===== src/rtl/sha256_block_loader_if.sv =====
// Host bus, block stream and digest return bundle for sha256_block_loader.
// slave: the loader's view. master: the host/core/test side driving it.
interface sha256_block_loader_if #(
    parameter int ADDR_W = 6
);
    // host memory-mapped access
    logic              chipselect;
    logic              write;
    logic              read;
    logic [ADDR_W-1:0] address;
    logic [31:0]       writedata;
    logic [31:0]       readdata;
    // block stream to the compression core
    logic              blk_valid;
    logic              blk_ready;
    logic [511:0]      blk_data;
    logic              blk_first;
    logic              blk_last;
    // digest return from the core
    logic              digest_valid;
    logic [255:0]      digest_in;
    // completion interrupt
    logic              irq;

    modport slave (
        input  chipselect, write, read, address, writedata,
        input  blk_ready, digest_valid, digest_in,
        output readdata, blk_valid, blk_data, blk_first, blk_last, irq
    );

    modport master (
        output chipselect, write, read, address, writedata,
        output blk_ready, digest_valid, digest_in,
        input  readdata, blk_valid, blk_data, blk_first, blk_last, irq
    );
endinterface


===== src/rtl/sha256_block_loader.sv =====
// Memory-mapped message buffer feeding 512-bit blocks to a SHA-256 core.
// Ports: clk, reset (sync, active-high), bus (slave: host regs, blocks, digest).
module sha256_block_loader #(
    parameter int MAX_BLOCKS = 2,
    parameter int ADDR_W     = 6
) (
    input  logic                  clk,
    input  logic                  reset,
    sha256_block_loader_if.slave  bus
);
    localparam int B  = 16 * MAX_BLOCKS;
    localparam int IW = $clog2(B);

    localparam logic [ADDR_W-1:0] A_CTRL = ADDR_W'(B);
    localparam logic [ADDR_W-1:0] A_STAT = ADDR_W'(B + 1);
    localparam logic [ADDR_W-1:0] A_DIG0 = ADDR_W'(B + 2);
    localparam logic [ADDR_W-1:0] A_DIG7 = ADDR_W'(B + 9);

    typedef enum logic [1:0] {
        S_IDLE,
        S_SEND,
        S_WAIT
    } state_t;

    state_t state_q, state_d;

    // message buffer: deliberately not reset
    logic [31:0] mem [B];

    logic [7:0]   idx_q;
    logic [7:0]   nblk_q;
    logic         done_q;
    logic         error_q;
    logic [255:0] digest_q;
    logic [31:0]  rdata_q;
    logic [31:0]  rdata_d;

    logic host_wr, host_rd;
    logic sel_msg, sel_ctrl, sel_stat, sel_dig;
    logic busy;
    logic start_req, nblk_ok, start_ok;
    logic xfer, is_last, capture;
    logic [ADDR_W-1:0] doff;
    logic [2:0]        dsel;
    logic [IW-1:0]     base;

    assign host_wr  = bus.chipselect && bus.write;
    assign host_rd  = bus.chipselect && bus.read;
    assign sel_msg  = bus.address < A_CTRL;
    assign sel_ctrl = bus.address == A_CTRL;
    assign sel_stat = bus.address == A_STAT;
    assign sel_dig  = (bus.address >= A_DIG0) && (bus.address <= A_DIG7);
    assign doff     = bus.address - A_DIG0;
    assign dsel     = doff[2:0];

    // busy is exactly "a job is in flight"
    assign busy = state_q != S_IDLE;

    assign start_req = host_wr && sel_ctrl && bus.writedata[31];
    assign nblk_ok   = (bus.writedata[7:0] != 8'd0) &&
                       (bus.writedata[7:0] <= 8'(MAX_BLOCKS));
    assign start_ok  = (state_q == S_IDLE) && start_req && nblk_ok;

    assign xfer    = (state_q == S_SEND) && bus.blk_ready;
    assign is_last = idx_q == (nblk_q - 8'd1);
    assign capture = (state_q == S_WAIT) && bus.digest_valid;

    assign base = IW'({idx_q, 4'b0000});

    // next state and stream outputs
    always_comb begin
        state_d       = state_q;
        bus.blk_valid = 1'b0;
        bus.blk_first = 1'b0;
        bus.blk_last  = 1'b0;
        bus.blk_data  = '0;
        unique case (state_q)
            S_IDLE: begin
                if (start_ok)
                    state_d = S_SEND;
            end
            S_SEND: begin
                bus.blk_valid = 1'b1;
                bus.blk_first = idx_q == 8'd0;
                bus.blk_last  = is_last;
                for (int k = 0; k < 16; k++)
                    bus.blk_data[511-32*k -: 32] = mem[base | IW'(k)];
                if (xfer && is_last)
                    state_d = S_WAIT;
            end
            S_WAIT: begin
                if (capture)
                    state_d = S_IDLE;
            end
            default: state_d = S_IDLE;
        endcase
    end

    always_ff @(posedge clk) begin
        if (reset)
            state_q <= S_IDLE;
        else
            state_q <= state_d;
    end

    // host writes into the buffer are locked out for the whole job
    always_ff @(posedge clk) begin
        if (!reset && host_wr && sel_msg && !busy)
            mem[IW'(bus.address)] <= bus.writedata;
    end

    // read mux, registered below
    always_comb begin
        rdata_d = '0;
        unique case (1'b1)
            sel_stat: rdata_d = {29'b0, error_q, done_q, busy};
            sel_dig: begin
                for (int i = 0; i < 8; i++)
                    if (dsel == 3'(i))
                        rdata_d = digest_q[255-32*i -: 32];
            end
            default: rdata_d = '0;
        endcase
    end

    always_ff @(posedge clk) begin
        if (reset) begin
            idx_q    <= '0;
            nblk_q   <= '0;
            done_q   <= 1'b0;
            error_q  <= 1'b0;
            digest_q <= '0;
            rdata_q  <= '0;
        end else begin
            if (start_ok) begin
                nblk_q <= bus.writedata[7:0];
                idx_q  <= '0;
            end else if (xfer && !is_last) begin
                idx_q  <= idx_q + 8'd1;
            end

            if ((host_wr && sel_msg && busy) ||
                ((state_q == S_IDLE) && start_req && !nblk_ok))
                error_q <= 1'b1;
            else if (host_wr && sel_stat && bus.writedata[2])
                error_q <= 1'b0;

            // capture beats a same-cycle done clear
            if (capture)
                done_q <= 1'b1;
            else if (start_ok || (host_wr && sel_stat && bus.writedata[1]))
                done_q <= 1'b0;

            if (capture)
                digest_q <= bus.digest_in;

            if (host_rd)
                rdata_q <= rdata_d;
        end
    end

    assign bus.readdata = rdata_q;
    assign bus.irq      = done_q;

endmodule


===== src/flat_wrapper.sv =====
// flat-port wrapper written by rule: the top's interface ports become plain ports
module sha256_block_loader_flat 
#(
    parameter int MAX_BLOCKS = 2,
    parameter int ADDR_W     = 6
)
  (clk, reset, bus_chipselect, bus_write, bus_read, bus_address, bus_writedata, bus_blk_ready, bus_digest_valid, bus_digest_in, bus_readdata, bus_blk_valid, bus_blk_data, bus_blk_first, bus_blk_last, bus_irq);
  sha256_block_loader_if #(.ADDR_W(ADDR_W)) bus_i ();
  input  logic clk;
  input  logic reset;
  input wire logic [$bits(bus_i.chipselect)-1:0] bus_chipselect;
  input wire logic [$bits(bus_i.write)-1:0] bus_write;
  input wire logic [$bits(bus_i.read)-1:0] bus_read;
  input wire logic [$bits(bus_i.address)-1:0] bus_address;
  input wire logic [$bits(bus_i.writedata)-1:0] bus_writedata;
  input wire logic [$bits(bus_i.blk_ready)-1:0] bus_blk_ready;
  input wire logic [$bits(bus_i.digest_valid)-1:0] bus_digest_valid;
  input wire logic [$bits(bus_i.digest_in)-1:0] bus_digest_in;
  output wire logic [$bits(bus_i.readdata)-1:0] bus_readdata;
  output wire logic [$bits(bus_i.blk_valid)-1:0] bus_blk_valid;
  output wire logic [$bits(bus_i.blk_data)-1:0] bus_blk_data;
  output wire logic [$bits(bus_i.blk_first)-1:0] bus_blk_first;
  output wire logic [$bits(bus_i.blk_last)-1:0] bus_blk_last;
  output wire logic [$bits(bus_i.irq)-1:0] bus_irq;
  assign bus_i.chipselect = bus_chipselect;
  assign bus_i.write = bus_write;
  assign bus_i.read = bus_read;
  assign bus_i.address = bus_address;
  assign bus_i.writedata = bus_writedata;
  assign bus_i.blk_ready = bus_blk_ready;
  assign bus_i.digest_valid = bus_digest_valid;
  assign bus_i.digest_in = bus_digest_in;
  assign bus_readdata = bus_i.readdata;
  assign bus_blk_valid = bus_i.blk_valid;
  assign bus_blk_data = bus_i.blk_data;
  assign bus_blk_first = bus_i.blk_first;
  assign bus_blk_last = bus_i.blk_last;
  assign bus_irq = bus_i.irq;
  sha256_block_loader #(.MAX_BLOCKS(MAX_BLOCKS), .ADDR_W(ADDR_W)) u_core (.clk(clk), .reset(reset), .bus(bus_i));
endmodule

===== config.mk =====
export PLATFORM = sky130hd
export DESIGN_NAME = sha256_block_loader_flat
export DESIGN_NICKNAME = d
export VERILOG_FILES = /design/src/rtl/sha256_block_loader_if.sv /design/src/rtl/sha256_block_loader.sv /design/src/flat_wrapper.sv
export SDC_FILE = /design/constraint.sdc
export NUM_CORES = 2
export LEC_CHECK = 0
export CAP_MARGIN = 10
export CORE_MARGIN = 5
export CORE_UTILIZATION = 30
export CTS_BUF_LIST = sky130_fd_sc_hd__clkbuf_8
export DETAILED_ROUTE_END_ITERATION = 16
export SLEW_MARGIN = 10
export SYNTH_ARGS = -nofsm -noshare
export SYNTH_HDL_FRONTEND = slang
export SYNTH_SLANG_ARGS = --single-unit
export TNS_END_PERCENT = 5

===== constraint.sdc =====
create_clock -name clk -period 6.1 [get_ports clk]
set_input_delay 1.22 -clock clk [delete_from_list [all_inputs] [get_ports clk]]
set_output_delay 1.22 -clock clk [all_outputs]
set_load 0.05 [all_outputs]

Yosys cells after proc, flatten, opt, wreduce, memory -nomap -nowiden
Memories as Yosys holds them, arrays and structs flattened. A register that Yosys moved wholly into a read port is not among the register bits.
Cells that the tools add are included.
W data, S select, Z words.

word-level totals
  flip-flop bits (word level) = 308
  bits in writable memories = 1024
  input port bits = 301
  output and inout bits = 548
  memories kept = 1

memory list
  name        depth  width  rd ports  clocked after Yosys merged registers in  write ports  RTL line                   source
  u_core.mem  32     32     16        16                                       1            sha256_block_loader.sv:28  logic [31:0] mem [B];

operators by class
  add/sub/neg operators = 3
  $lt $le $gt $ge = 4
  equality and inequality tests = 15
  mux-type cells = 55
  reductions and logical operators = 36

operators by type and width
  cell                   number
  $mux W512              1
  $mux W32               8
  $mux W5                32
  $pmux W32 S2           1
  $logic_and A1 B1 Y1    21
  $eq A3 B3 Y1 const B   4
  $eq A6 B6 Y1 const B   2
  $mux W1                9
  $add A8 B1 Y8 const B  1
  $eq A8 B8 Y1           1
  $le A8 B2 Y1 const B   1
  $logic_not A8 Y1       1
  $reduce_bool A8 Y1     1
  $sub A8 B1 Y8 const B  1
  $eq A3 B2 Y1 const B   2
  $ge A6 B6 Y1 const B   1
  $le A6 B6 Y1 const B   1
  $lt A6 B6 Y1 const B   1
  $mux W2                3
  $pmux W2 S3            1
  $reduce_bool A2 Y1     3
  $logic_not A1 Y1       4
  $ne A2 B1 Y1 const B   2
  $eq A3 B1 Y1 const B   1
  9 further kinds        10

Longest topological paths before layout
  depth after elaboration = 11
  depth in mapped cells = 9
  depth with buffers taken out = 8

Worst setup path before layout
No wires, ideal clock.

  path type = register to output
  start = register u_core.nblk_q[0]
  end = output bus_blk_last
  arrival time = 2.862 ns
  required time = 4.880 ns
  slack = 2.018 ns
  stages on the path, launching flop included = 7
  path buffers = 0
  cells stage by stage = dfxtp_1 -> inv_1 -> ha_1 -> nand2b_1 -> o211a_1 -> o31a_2 -> nor4_1

between the ends
  word-level cells in the longest chain between the ends = 3

RTL lines
  what                    RTL line                    source
  from (decl)             sha256_block_loader.sv:31   logic [7:0] nblk_q;
  from (signal assigned)  sha256_block_loader.sv:136  nblk_q <= bus.writedata[7:0];
  $sub A8 B1 Y8           sha256_block_loader.sv:65   assign is_last = idx_q == (nblk_q - 8'd1);
  $eq A8 B8 Y1            sha256_block_loader.sv:65
  $mux W1                 sha256_block_loader.sv:77   unique case (state_q)
  to (decl)               flat_wrapper.sv:23          output wire logic [$bits(bus_i.blk_last)-1:0] bus_blk_last;

Every way passes these cells.

Worst setup path after layout
  start = register u_core.state_q[0]
  end = output bus_blk_data[117]

between the ends
  word-level cells in the longest chain between the ends = 2

RTL lines
  what                    RTL line                    source
  from (decl)             sha256_block_loader.sv:25   state_t state_q, state_d;
  from (signal assigned)  sha256_block_loader.sv:103  state_q <= state_d;
  $eq A2 B1 Y1            sha256_block_loader.sv:77
  $mux W512               sha256_block_loader.sv:77
  to (decl)               flat_wrapper.sv:21          output wire logic [$bits(bus_i.blk_data)-1:0] bus_blk_data;

Every way passes these cells.

==> results.ini <==
[status]
run_status = completed

[logic_synthesis]
synthesis.area_sq_mm = 0.0513
ys_ff_latch = 1333
synth_async_reset_ratio = 0
synthDistinctLibCells = 50
syn-num-nets = 4021
post_synth_main_area_contributors = edfxtp_1 60%, dfxtp_1 12%, mux2i_1 10%
ys_dominant_reg_cell = edfxtp_1
synth_enable_flop_cells = 1024
netlist.area_leader.share = 0.599
post-synth-top-count-cell = edfxtp_1
number_of_warning_messages_in_the_yosys_log = 0
synth_largest_area_cell = edfxtp_1
post_synth_inst_count = 3716
synthTopCellsByCount = 1024 x edfxtp_1, 597 x nor2_1, 528 x nand2_1
syn_area_per_cell_sq_um = 13.8
ys_seq_area_frac = 0.719

[clocking]
worst_skew_pair.late_latency_ns = 0.92
cts_root_buf = clkbuf_8
post_cts_resized = 0
clock_sink_count = 1333
cts_post_setup_buffers_inserted = 0
clock_tree.htree_level_count = 4
cts_buffers = 215
cts_tree = yes
hold_buf_cts = 0
path_clk_slew_ns = 0.06
cts-root-to-sink-buffers = 3

[placed_design]
port_buffers = 848
dpl-instance-area_sq_mm = 0.0624
dp_hpwl_microns = 116000
pre_cts_ws_ns = 1.26
place.gp.congestion = 0.803

[timing]
timing.final.hold_violations = 0
timing.clock.skew_ns = 0.0658
max_slew_margin = 0.208
rsz0062_at_grt = no
postLayoutSetupSlackWorst_ns = 1.13
max_clock_freq_ghz = 0.201
slew_viol_final = 0
layout_worst_path_cycle_share = 0.815
timing.setup.tns_ns = 0
setup_violations = 0
period_needed_ns = 4.97
worst-slew-pin-transition_ns = 1.19

[setup_path]
worst_path_max_delay_cell = clkdlybuf4s50_1
slowest_delay_ns = 0.88
crit_required_ns = 4.88
cp_data_arrival_time_ns = 3.75
critPathMaxFanout = 139
path_buf_inv = 2
setup_crit_end_kind = output pin
worst-setup-path-type = register to output pin
crit_chain = nand2b_4 -> buf_12 -> nor2_1 -> clkdlybuf4s50_1
crit_path_start_kind = register
critical_path.top_delay_family = buffers and inverters

[die]
ioPinCount = 849
core.rowCount = 151
start_util = 0.302
fp.dieArea_sq_mm = 0.180
chipHeight_microns = 424
chipWidth_microns = 424
core_area_sq_mm = 0.170

[power_and_ir_drop]
total_leakage_power_uw = 0.0209
vdd.ir_drop.worst_v = 0.000181
p_per_area_mw_per_mm2 = 270

[hold_path]
hp-class = register to register

[cells_and_area]
layout.cell_area.non_filler_sq_mm = 0.0667
combined_area_of_the_multi_input_logic_cells_sq_mm = 0.0137
area.growth.synth_to_final_pct = 30.0
layout-drive-gt1-share = 0.124
ff_latch_area_sq_mm = 0.0369
layout_filler_cell_count = 16100
final_nets = 4929

[routing]
first_pass_iters = 5
wirelength_microns = 174000
remaining_drc_errors = 0
num_vias = 33300
detail_route.vias_per_cell = 4.74
antenna_violating_nets_remaining = 0
wl_per_cell_microns = 24.8
initialDrtViolationCount = 2687

[global_route]
grt_first_pass_wirelength_microns = 239000
globalRouteMet2Util = 0.328
grt_util_all_layers = 0.185
antenna_violations_before_repair = 46
maximum_number_of_pins_on_one_net_before_global_route_repair = 190
vias_in_the_first_global_route = 32900
grt_overflow_total = 0
global_route.usage.met1 = 0.215
groute.layer.met3.usage = 0.0521
top_usage_layer = met2

[flow_run]
maximum_capacitance_violations = 0

## worst register-to-register path: stages, from the launching register on
cell,delay [ns]
dfxtp_1,0.37
nor4bb_1,0.41
buf_4,0.20
and2_1,0.17
nand3b_1,0.32
buf_4,0.36
nor2_4,0.50
buf_4,0.38
## power breakdown
part	total [uW]	internal (uW)	switching, uW
Clock	7700	4040	3660
Sequential	9780	9770	2.87
Combinational	562	204	358
Total	18000	14000	4020
## metrics by stage
step	power, uW	hold slack [ns]	instances	utilization
after CTS	18200	0.451	7003	0.393
after detailed placement	10500	0.443	6625	0.367
after global placement	10500	0.439	6625	0.367
after floorplan	10100	0.431	3716	-
after global routing	18700	0.468	7007	0.393
final	18000	0.452	7017	0.393
## routing by layer
layer | vias up | wire (microns)
met2 | 1307 | 88200
met3 | 284 | 13600
met1 | 16500 | 65900
met5 | - | 239
li1 | 15200 | -
met4 | 38 | 5880
## state kept, by name, summed over array words and instances, names as in the netlist, named ones only
name                 flops
u_core.mem            1024
u_core.state_q           2
u_core.nblk_q            8
u_core.digest_q        256
u_core.bus.irq           1
u_core.idx_q             8
u_core.bus.readdata     32
u_core.error_q           1
## cell families after synthesis
| kind of cell | count (synthesis) | synth area share |
|---|---|---|
| DFF | 1333 | 0.719 |
| muxes | 607 | 0.134 |
| and+or+nand+nor | 1191 | 0.0910 |
| AOI/OAI and AO/OA | 329 | 0.0351 |
| buffers and inverters | 242 | 0.0180 |
| adders and majority gates | 4 | 0.000975 |
| xor gates and xnor gates | 10 | 0.00171 |
## cell type report
cell class / instances / share of cell area
Timing Repair Buffer: 923 / 0.134
Clock inverter: 144 / 0.0164
Antenna cell: 14 / 0.000525
Tap cell: 2218 / 0.0416
Multi-Input combinational cell: 2141 / 0.205
Inverter: 10 / 0.000563
Sequential cell: 1333 / 0.554
Clock buffer: 234 / 0.0483
## cell usage in the layout, fill, tap and decap left out, types with 11 or more instances in the layout
cell type        instances
nor2_2                  13
mux4_2                  61
buf_4                  126
nor2_4                  20
nor2_1                 565
inv_1                   70
bufinv_16               11
a22oi_1                 29
a21oi_1                273
dfxtp_1                308
buf_12                  17
clkinv_2                17
diode_2                 14
mux2i_1                518
mux2_2                  28
clkbuf_8               234
buf_2                   32
clkdlybuf4s50_1        746
edfxtp_1              1024
clkinv_1                39
nand2_1                527
## final timing paths
path	from	endpoint	slack [ns]	cells after the start
min	u_core.digest_q[210]	u_core.digest_q[210]	0.45	2
max	u_core.state_q[0]	bus_blk_data[117]	1.13	4
min reg2reg	u_core.digest_q[210]	u_core.digest_q[210]	0.45	2
max reg2reg	u_core.state_q[0]	u_core.mem[2][7]	3.06	7
Power figures use the tool's default switching activity.
